[src/rtl/uart_pkg.sv]
// uart_pkg: definitions shared by the Fomu UART transmitter and receiver.
//   CLKS_PER_BIT_DEFAULT : clk cycles per bit at 48 MHz / 9600 baud
//   rx_state_e           : receive FSM states
//   CH_0 / CH_1 / CH_LF  : ASCII characters used by the loopback line format
package uart_pkg;

   localparam int unsigned CLKS_PER_BIT_DEFAULT = 5000;

   typedef enum logic [2:0] {
      IDLE,
      START,
      DATA,
      STOP,
      WAIT_HIGH
   } rx_state_e;

   localparam logic [7:0] CH_0  = 8'h30;
   localparam logic [7:0] CH_1  = 8'h31;
   localparam logic [7:0] CH_LF = 8'h0A;

endpackage

[src/rtl/uart_rx_sync.sv]
// uart_rx_sync: 2-flop synchroniser for the asynchronous serial line plus a
// short history of the synchronised level for 2-of-3 majority voting.
//   clk    in  system clock
//   rst    in  synchronous active-high reset (all flops reset to 1 = idle line)
//   rx_in  in  asynchronous serial line
//   rxs    out synchronised line level
//   maj    out majority of rxs in this cycle and the two previous cycles
module uart_rx_sync (
   input  logic clk,
   input  logic rst,
   input  logic rx_in,
   output logic rxs,
   output logic maj
);

   logic       meta_q, meta_d;
   logic       sync_q, sync_d;
   logic [1:0] hist_q, hist_d;

   always_comb begin
      meta_d = rx_in;
      sync_d = meta_q;
      hist_d = {hist_q[0], sync_q};
   end

   always_ff @(posedge clk) begin
      if (rst) begin
         meta_q <= 1'b1;
         sync_q <= 1'b1;
         hist_q <= '1;
      end else begin
         meta_q <= meta_d;
         sync_q <= sync_d;
         hist_q <= hist_d;
      end
   end

   // The vote includes the current level so a decision taken in a cycle
   // covers that cycle and the two before it.
   always_comb begin
      rxs = sync_q;
      maj = (hist_q[1] & hist_q[0]) | (hist_q[1] & sync_q) | (hist_q[0] & sync_q);
   end

endmodule

[src/rtl/uart_rx_8n1.sv]
// uart_rx_8n1: 8N1 serial receiver with mid-bit 2-of-3 sampling, frame/break
// detection and a valid/ready byte output.
//   clk        in  48 MHz system clock
//   rst        in  synchronous active-high reset
//   rx_in      in  asynchronous serial line, idle high
//   rx_data    out received byte (first bit on the wire in bit 0)
//   rx_valid   out rx_data holds an unconsumed byte
//   rx_ready   in  consumer takes rx_data when rx_valid && rx_ready
//   frame_err  out one-cycle pulse: stop bit low, data nonzero
//   break_det  out one-cycle pulse: stop bit low, data all zero
//   overrun    out one-cycle pulse: good byte dropped, previous one unconsumed
//   rx_busy    out receiver is inside a frame
module uart_rx_8n1
   import uart_pkg::*;
#(
   parameter int unsigned CLKS_PER_BIT = CLKS_PER_BIT_DEFAULT,
   parameter int unsigned HALF_BIT     = CLKS_PER_BIT / 2
) (
   input  logic       clk,
   input  logic       rst,
   input  logic       rx_in,
   output logic [7:0] rx_data,
   output logic       rx_valid,
   input  logic       rx_ready,
   output logic       frame_err,
   output logic       break_det,
   output logic       overrun,
   output logic       rx_busy
);

   localparam int unsigned      CNT_W    = $clog2(CLKS_PER_BIT);
   localparam logic [CNT_W-1:0] SUB_LAST = CNT_W'(CLKS_PER_BIT - 1);
   localparam logic [CNT_W-1:0] SUB_MID  = CNT_W'(HALF_BIT);

   logic rxs, maj;

   uart_rx_sync u_sync (
      .clk   (clk),
      .rst   (rst),
      .rx_in (rx_in),
      .rxs   (rxs),
      .maj   (maj)
   );

   rx_state_e        state_q, state_d;
   logic [CNT_W-1:0] sub_q, sub_d;
   logic [3:0]       bit_q, bit_d;
   logic [7:0]       shift_q, shift_d;
   logic [7:0]       data_q, data_d;
   logic             valid_q, valid_d;
   logic             fe_q, fe_d;
   logic             bd_q, bd_d;
   logic             ov_q, ov_d;
   logic             busy_q, busy_d;
   logic             armed_q, armed_d;
   logic [1:0]       settle_q, settle_d;
   logic             sample_pt;

   always_comb begin
      state_d  = state_q;
      sub_d    = sub_q;
      bit_d    = bit_q;
      shift_d  = shift_q;
      data_d   = data_q;
      valid_d  = valid_q;
      fe_d     = 1'b0;
      bd_d     = 1'b0;
      ov_d     = 1'b0;
      busy_d   = (state_q != IDLE);
      // The synchroniser resets to 1, so rxs only reflects the real line two
      // cycles after reset; a start is accepted only once the line has been
      // seen high after that point.
      settle_d = (settle_q == 2'd2) ? settle_q : settle_q + 2'd1;
      armed_d  = armed_q | ((settle_q == 2'd2) & rxs);

      sample_pt = (sub_q == SUB_MID);

      if (valid_q && rx_ready) begin
         valid_d = 1'b0;
      end

      if (state_q == START || state_q == DATA || state_q == STOP) begin
         if (sub_q == SUB_LAST) begin
            sub_d = '0;
            bit_d = bit_q + 4'd1;
         end else begin
            sub_d = sub_q + CNT_W'(1);
         end
      end

      case (state_q)
         IDLE: begin
            if (armed_q && !rxs) begin
               state_d = START;
               sub_d   = '0;
               bit_d   = '0;
            end
         end
         START: begin
            if (sample_pt) begin
               state_d = maj ? IDLE : DATA;
            end
         end
         DATA: begin
            if (sample_pt) begin
               shift_d = {maj, shift_q[7:1]};
               if (bit_q == 4'd8) begin
                  state_d = STOP;
               end
            end
         end
         STOP: begin
            if (sample_pt) begin
               if (maj) begin
                  // A byte accepted in this same cycle frees the holding
                  // register, so the new byte replaces it without overrun.
                  if (valid_q && !rx_ready) begin
                     ov_d = 1'b1;
                  end else begin
                     data_d  = shift_q;
                     valid_d = 1'b1;
                  end
                  state_d = IDLE;
               end else begin
                  if (shift_q == 8'h00) begin
                     bd_d = 1'b1;
                  end else begin
                     fe_d = 1'b1;
                  end
                  state_d = WAIT_HIGH;
               end
            end
         end
         WAIT_HIGH: begin
            if (rxs) begin
               state_d = IDLE;
            end
         end
         default: state_d = IDLE;
      endcase
   end

   always_ff @(posedge clk) begin
      if (rst) begin
         state_q  <= IDLE;
         sub_q    <= '0;
         bit_q    <= '0;
         shift_q  <= '0;
         data_q   <= '0;
         valid_q  <= 1'b0;
         fe_q     <= 1'b0;
         bd_q     <= 1'b0;
         ov_q     <= 1'b0;
         busy_q   <= 1'b0;
         armed_q  <= 1'b0;
         settle_q <= '0;
      end else begin
         state_q  <= state_d;
         sub_q    <= sub_d;
         bit_q    <= bit_d;
         shift_q  <= shift_d;
         data_q   <= data_d;
         valid_q  <= valid_d;
         fe_q     <= fe_d;
         bd_q     <= bd_d;
         ov_q     <= ov_d;
         busy_q   <= busy_d;
         armed_q  <= armed_d;
         settle_q <= settle_d;
      end
   end

   assign rx_data   = data_q;
   assign rx_valid  = valid_q;
   assign frame_err = fe_q;
   assign break_det = bd_q;
   assign overrun   = ov_q;
   assign rx_busy   = busy_q;

endmodule

[config.mk]
export PLATFORM = sky130hd
export DESIGN_NAME = uart_rx_8n1
export DESIGN_NICKNAME = d
export VERILOG_FILES = /design/src/rtl/uart_pkg.sv /design/src/rtl/uart_rx_sync.sv /design/src/rtl/uart_rx_8n1.sv
export SDC_FILE = /design/constraint.sdc
export NUM_CORES = 1
export LEC_CHECK = 0
export BUFFER_PORTS_ARGS = -buffer_cell sky130_fd_sc_hd__buf_2
export CAP_MARGIN = 25
export CORE_MARGIN = 4
export CORE_UTILIZATION = 40
export CTS_BUF_LIST = sky130_fd_sc_hd__clkbuf_16
export DETAILED_ROUTE_END_ITERATION = 10
export PLACE_DENSITY = 0.56
export SETUP_SLACK_MARGIN = 0.1
export SYNTH_ARGS = -nofsm -noshare
export SYNTH_HDL_FRONTEND = slang
export SYNTH_SLANG_ARGS = --single-unit
export TNS_END_PERCENT = 100
[constraint.sdc]
create_clock -name clk -period 5.9 [get_ports clk]
set_input_delay 1.18 -clock clk [delete_from_list [all_inputs] [get_ports clk]]
set_output_delay 1.18 -clock clk [all_outputs]
set_load 0.05 [all_outputs]
# [Word level (Yosys, flattened, before mapping)]
# Cells that the tools add are included.
[classes] n_eq_ne=14 n_addsub=3 muxes=25 n_bitwise=11 n_reduce_logical=15
[op_table] cell="$mux W13" count=4
[op_table] cell="$mux W3" count=7
[op_table] cell="$mux W4" count=4
[op_table] cell="$pmux W3 S5" count=1
[op_table] cell="$add A13 B1 Y13 const B" count=1
[op_table] cell="$eq A13 B12 Y1 const B" count=1
[op_table] cell="$eq A13 B13 Y1 const B" count=1
[op_table] cell="$logic_not A8 Y1" count=1
[op_table] cell="$mux W1" count=8
[op_table] cell="$ne A2 B2 Y1 const B" count=4
[op_table] cell="$reduce_or A4 Y1" count=2
[op_table] cell="$eq A3 B2 Y1 const B" count=2
[op_table] cell="$reduce_and A6 Y1" count=1
[op_table] cell="$add A4 B1 Y4 const B" count=1
[op_table] cell="$and A1 B1 Y1" count=4
[op_table] cell="$eq A4 B4 Y1 const B" count=1
[op_table] cell="$ne A2 B1 Y1 const B" count=2
[op_table] cell="$not A1 Y1" count=4
[op_table] cell="$reduce_and A4 Y1" count=1
[op_table] cell="$eq A3 B1 Y1 const B" count=1
[op_table] cell="$eq A3 B3 Y1 const B" count=1
[op_table] cell="$logic_and A1 B1 Y1" count=3
[op_table] cell="$logic_not A3 Y1" count=1
[op_table] cell="$or A1 B1 Y1" count=3
[op_table] cell="7 further kinds" count=9
[word_totals] in_bits=4 regBits=48 output_inout_bits=13 word_cells=83

# [Logic depth before layout (Yosys ltp)]
[depth] word_depth=6 depth_mapped=7 depth_no_buf=6

# [Modules after synthesis]
# From an unflattened synthesis, not the netlist that was laid out.
[hier_totals] cells_unflattened=219 area_unflattened_um2=2089.5
[modules_own_cells] module="uart_rx_8n1" cells_per_inst=210 area_each_um2=1973.1 n_inst=1 seq_area_each_um2=880.8
[modules_own_cells] module="uart_rx_sync" cells_per_inst=9 area_each_um2=116.4 n_inst=1 seq_area_each_um2=80.1

# [Least setup slack after synthesis]
# Ideal clock, no wire load.
[synth_timing] path_kind="register -> register" start="register sub_q[5]" end="register data_q[0] (netlist: rx_data[0])" required_time_ns=5.773 t_arrival_ns=1.840 path_buffers=0 setup_slack_ns=3.933 stages_incl_launch_ff=5 period_less_slack_ns=1.967 setup_time_ns=0.127 cell_sequence="dfxtp_1 -> or4_4 -> nor4_1 -> nand4_2 -> mux2i_1"
[synth_via] elab_chain_cells=2
[synth_lines] element="from (decl)" line="uart_rx_8n1.sv:46" source="logic [CNT_W-1:0] sub_q, sub_d;"
[synth_lines] element="from (signal assigned)" line="uart_rx_8n1.sv:159" source="sub_q <= sub_d;"
[synth_lines] element="$eq A13 B12 Y1" line="uart_rx_8n1.sv:76" source="sample_pt = (sub_q == SUB_MID);"
[synth_lines] element="$reduce_and A4 Y1 (no source line)"
[synth_lines] element="to (signal assigned)" line="uart_rx_8n1.sv:162" source="data_q <= data_d;"
[synth_lines] element="to (decl)" line="uart_rx_8n1.sv:49" source="logic [7:0] data_q, data_d;"
# No other way between the ends.
# A chain may end at the register's enable or synchronous reset.

# [Final worst setup path]
[layout_timing] start="register sub_q[5]" end="register sub_q[0]"
[layout_via] elab_chain_cells=5
[layout_lines] element="$eq A13 B13 Y1 (*)" line="uart_rx_8n1.sv:83" source="if (sub_q == SUB_LAST) begin"
[layout_lines] element="$mux W13 (*)" line="uart_rx_8n1.sv:83"
[layout_lines] element="$mux W13 (*)" line="uart_rx_8n1.sv:82" source="if (state_q == START || state_q == DATA || state_q == STOP) begin"
[layout_lines] element="$mux W13" line="uart_rx_8n1.sv:93" source="if (armed_q && !rxs) begin"
[layout_lines] element="$mux W13 (*)" line="uart_rx_8n1.sv:91" source="case (state_q)"
# Mark *: on every way between the ends. The rest lies on a longest branch, timed or not.

==> impl_metrics.json <==
{
  "utilization": 0.4699,
  "drt-initial-drc-count": 97,
  "grt-ovfl-total": 0,
  "grt_max_degree": 34,
  "end_kind": "flop",
  "initial_utilization": 0.4105,
  "synthArstFlopShare": 0,
  "clk_pin_slew_worst_paths_ns": 0.06,
  "r2r_setup_slack_ns": 3.47,
  "p_per_area_nw_per_um2": 292.8,
  "hold_path.class": "reg2reg",
  "area_delta_synth_final_pct": 14.47,
  "drc": 0,
  "slowest_stage": "o21bai_1",
  "synth_cell_types": 38,
  "fin_crit_sh": 0.4110,
  "r2r_end": "sub_q[0]$_SDFF_PP0_",
  "ys_ff_latch": 48,
  "root_buffer": "clkbuf_16",
  "ys.warnings.count": 0,
  "hpwl_um": 2747,
  "ys_dominant_reg_cell": "dfxtp_1",
  "worstPathRequired_ns": 6.03,
  "postCtsSetupBuffers": 0,
  "fin_crit_ns": 2.425,
  "cts_sinks": 48,
  "dieArea_um2": 6426,
  "worstPathMaxFanout": 13,
  "grt_usage": 0.1354,
  "tightest_slew_ns": 1.016,
  "row_count": 26,
  "ant_nets": 0,
  "cts_resized": 0,
  "final_area_um2": 2385,
  "diodes": 0,
  "cap_viol_max_count": 0,
  "die_x_um": 80.17,
  "path_cells": "or4_4, or3b_4, o21bai_1, nor2_1",
  "whs_ns": 0.4094,
  "via_per_inst": 5.146,
  "run_status": "finished, final reports clean",
  "numPortBuffers": 16,
  "layout_setup_ws_ns": 3.475,
  "avgSynthCellArea_um2": 9.342,
  "die_y_um": 80.17,
  "grt_pass1_vias": 1519,
  "syn_inst": 223,
  "dp_slack_ns": 3.329,
  "synthesis.nets": 232,
  "antenna_found_initial": 0,
  "clockBufferDepth": 2,
  "cp.arrival_ns": 2.56,
  "dp.cells": 301,
  "placed_area_um2": 2217,
  "ctsHoldBuffers": 0,
  "r2r_start": "sub_q[5]$_SDFF_PP0_",
  "fin_skew_ns": 0.005987,
  "rr_worst_depth": 4,
  "grt_pass1_wl_um": 6920,
  "synth_area_um2": 2083,
  "p_leak_nw": 0.9514,
  "h-tree-depth": 2,
  "fin_cells": 309,
  "gp_congestion": 0.7702,
  "drt_first_pass_iters": 4,
  "hp-start": "u_sync.meta_q$_SDFF_PP1_",
  "drive_gt1_frac": 0.1423,
  "relSlewSlack": 0.3212,
  "worst_path_largest_cell_delay_ns": 0.81,
  "fin_setup_tns_ns": 0,
  "vias": 1590,
  "post_drt_wl_per_cell_um": 12.61,
  "cts_tree": "yes",
  "peakVddDrop_uv": 158.7,
  "design.final.nets": 247,
  "synth_edf_count": 0,
  "ys_seq_area_frac": 0.4613,
  "cts_buffers": 5,
  "critical_path_class": "reg2reg",
  "slew_viol_final": 0,
  "worstSetupStartpointType": "flop",
  "ios": 17,
  "max_freq_ghz": 0.4123,
  "setup_viol_count_final": 0,
  "coreArea_um2": 5075,
  "finalPower_mw": 0.6982,
  "wirelength_um": 3896,
  "clock_latency_ns": 0.28,
  "rsz0062_at_grt": "no",
  "finalHoldViolations": 0,
  "hold-path-endpoint": "u_sync.rxs$_SDFF_PP1_",
  "hold-path-cell-count": 1
}
==> cell usage in the layout (no fill, tap or decap), types with 2 or more instances in the layout <==
cell	netlist	final
or4_1	4	4
clkbuf_16	0	5
nand4_1	2	2
nand2_1	11	11
or2_2	5	5
ha_1	5	5
nand3_1	10	10
o21ai_0	4	4
nor2b_1	2	2
nor4_1	9	9
o21bai_1	2	2
o31ai_1	5	5
nand4b_1	2	2
xor2_1	3	3
nand2b_1	19	19
o41ai_1	2	2
dfxtp_1	48	48
buf_2	3	16
inv_1	9	9
nor3_1	5	5
xnor2_1	6	6
mux2i_1	16	16
a21oi_1	14	14
nor2_1	18	18
==> layout make-up <==
class                           count  area [um^2]
Fill cell                         528         2690
Multi-Input combinational cell    158         1055
Sequential cell                    48        960.9
Clock buffer                        5        125.1
Tap cell                           70        87.58
Timing Repair Buffer               16        80.08
Clock inverter                      3        42.54
Inverter                            9        33.78
==> where the power goes <==
part	switching, mW	internal [mW]
logic	0.0228	0.0178
registers	0.00563	0.335
clock network	0.118	0.199
==> metal layers <==
metal / up-vias / track usage / part of all wire
li1: 818 / - / -
met1: 749 / 0.1806 / 0.51
met2: 19 / 0.2070 / 0.45
met3: 4 / 0.03700 / 0.026
met4: 0 / 0.05236 / 0.011
met5: - / 0 / 0
==> state kept, by name (all words and copies together) (netlist names), 2 cells and up <==
name	count
settle_q	2
bit_q	4
u_sync.hist_q	2
state_q	3
sub_q	13
rx_data	8
shift_q	8
==> Yosys cell counts, types with 5 or more instances <==
| master | number | share of area |
|---|---|---|
| a21oi_1 | 14 | 0.034 |
| clkbuf_1 | 5 | 0.0090 |
| dfxtp_1 | 48 | 0.46 |
| ha_1 | 5 | 0.030 |
| inv_1 | 9 | 0.016 |
| mux2i_1 | 16 | 0.077 |
| nand2_1 | 11 | 0.020 |
| nand2b_1 | 19 | 0.057 |
| nand3_1 | 10 | 0.024 |
| nor2_1 | 18 | 0.032 |
| nor3_1 | 5 | 0.012 |
| nor4_1 | 9 | 0.027 |
| o31ai_1 | 5 | 0.018 |
| or2_2 | 5 | 0.015 |
| xnor2_1 | 6 | 0.025 |
==> worst max path at each step <==
stage                        start                      end  cells after the start
3_3_place_gp                   rst      sub_q[7]$_SDFF_PP0_                      4
2_1_floorplan  sub_q[5]$_SDFF_PP0_  rx_data[0]$_SDFFE_PP0P_                      4
6_report       sub_q[5]$_SDFF_PP0_      sub_q[0]$_SDFF_PP0_                      4
4_1_cts        sub_q[5]$_SDFF_PP0_      sub_q[0]$_SDFF_PP0_                      4
5_1_grt        sub_q[5]$_SDFF_PP0_      sub_q[9]$_SDFF_PP0_                      4
3_5_place_dp                   rst      sub_q[7]$_SDFF_PP0_                      4
==> logic make-up (layout without fill, tap and decap cells) <==
logic type,after synthesis,count (layout),synth area share
flip-flops,48,48,0.4613
adder cells (fa/ha/maj),6,6,0.03484
buffers and inverters,17,33,0.03243
XOR/XNOR,9,9,0.03784
AO/OA/AOI/OAI,31,31,0.09370
multiplexers,16,16,0.07688
AND/OR/NAND/NOR,96,96,0.2631
==> critical path: cells and delay by family, from the launching register on <==
family	cells	cell delay, ns
flops	1	0.36
compound gates	1	0.81
simple gates	3	1.12
Note: power is estimated with default switching activity, not from simulation.
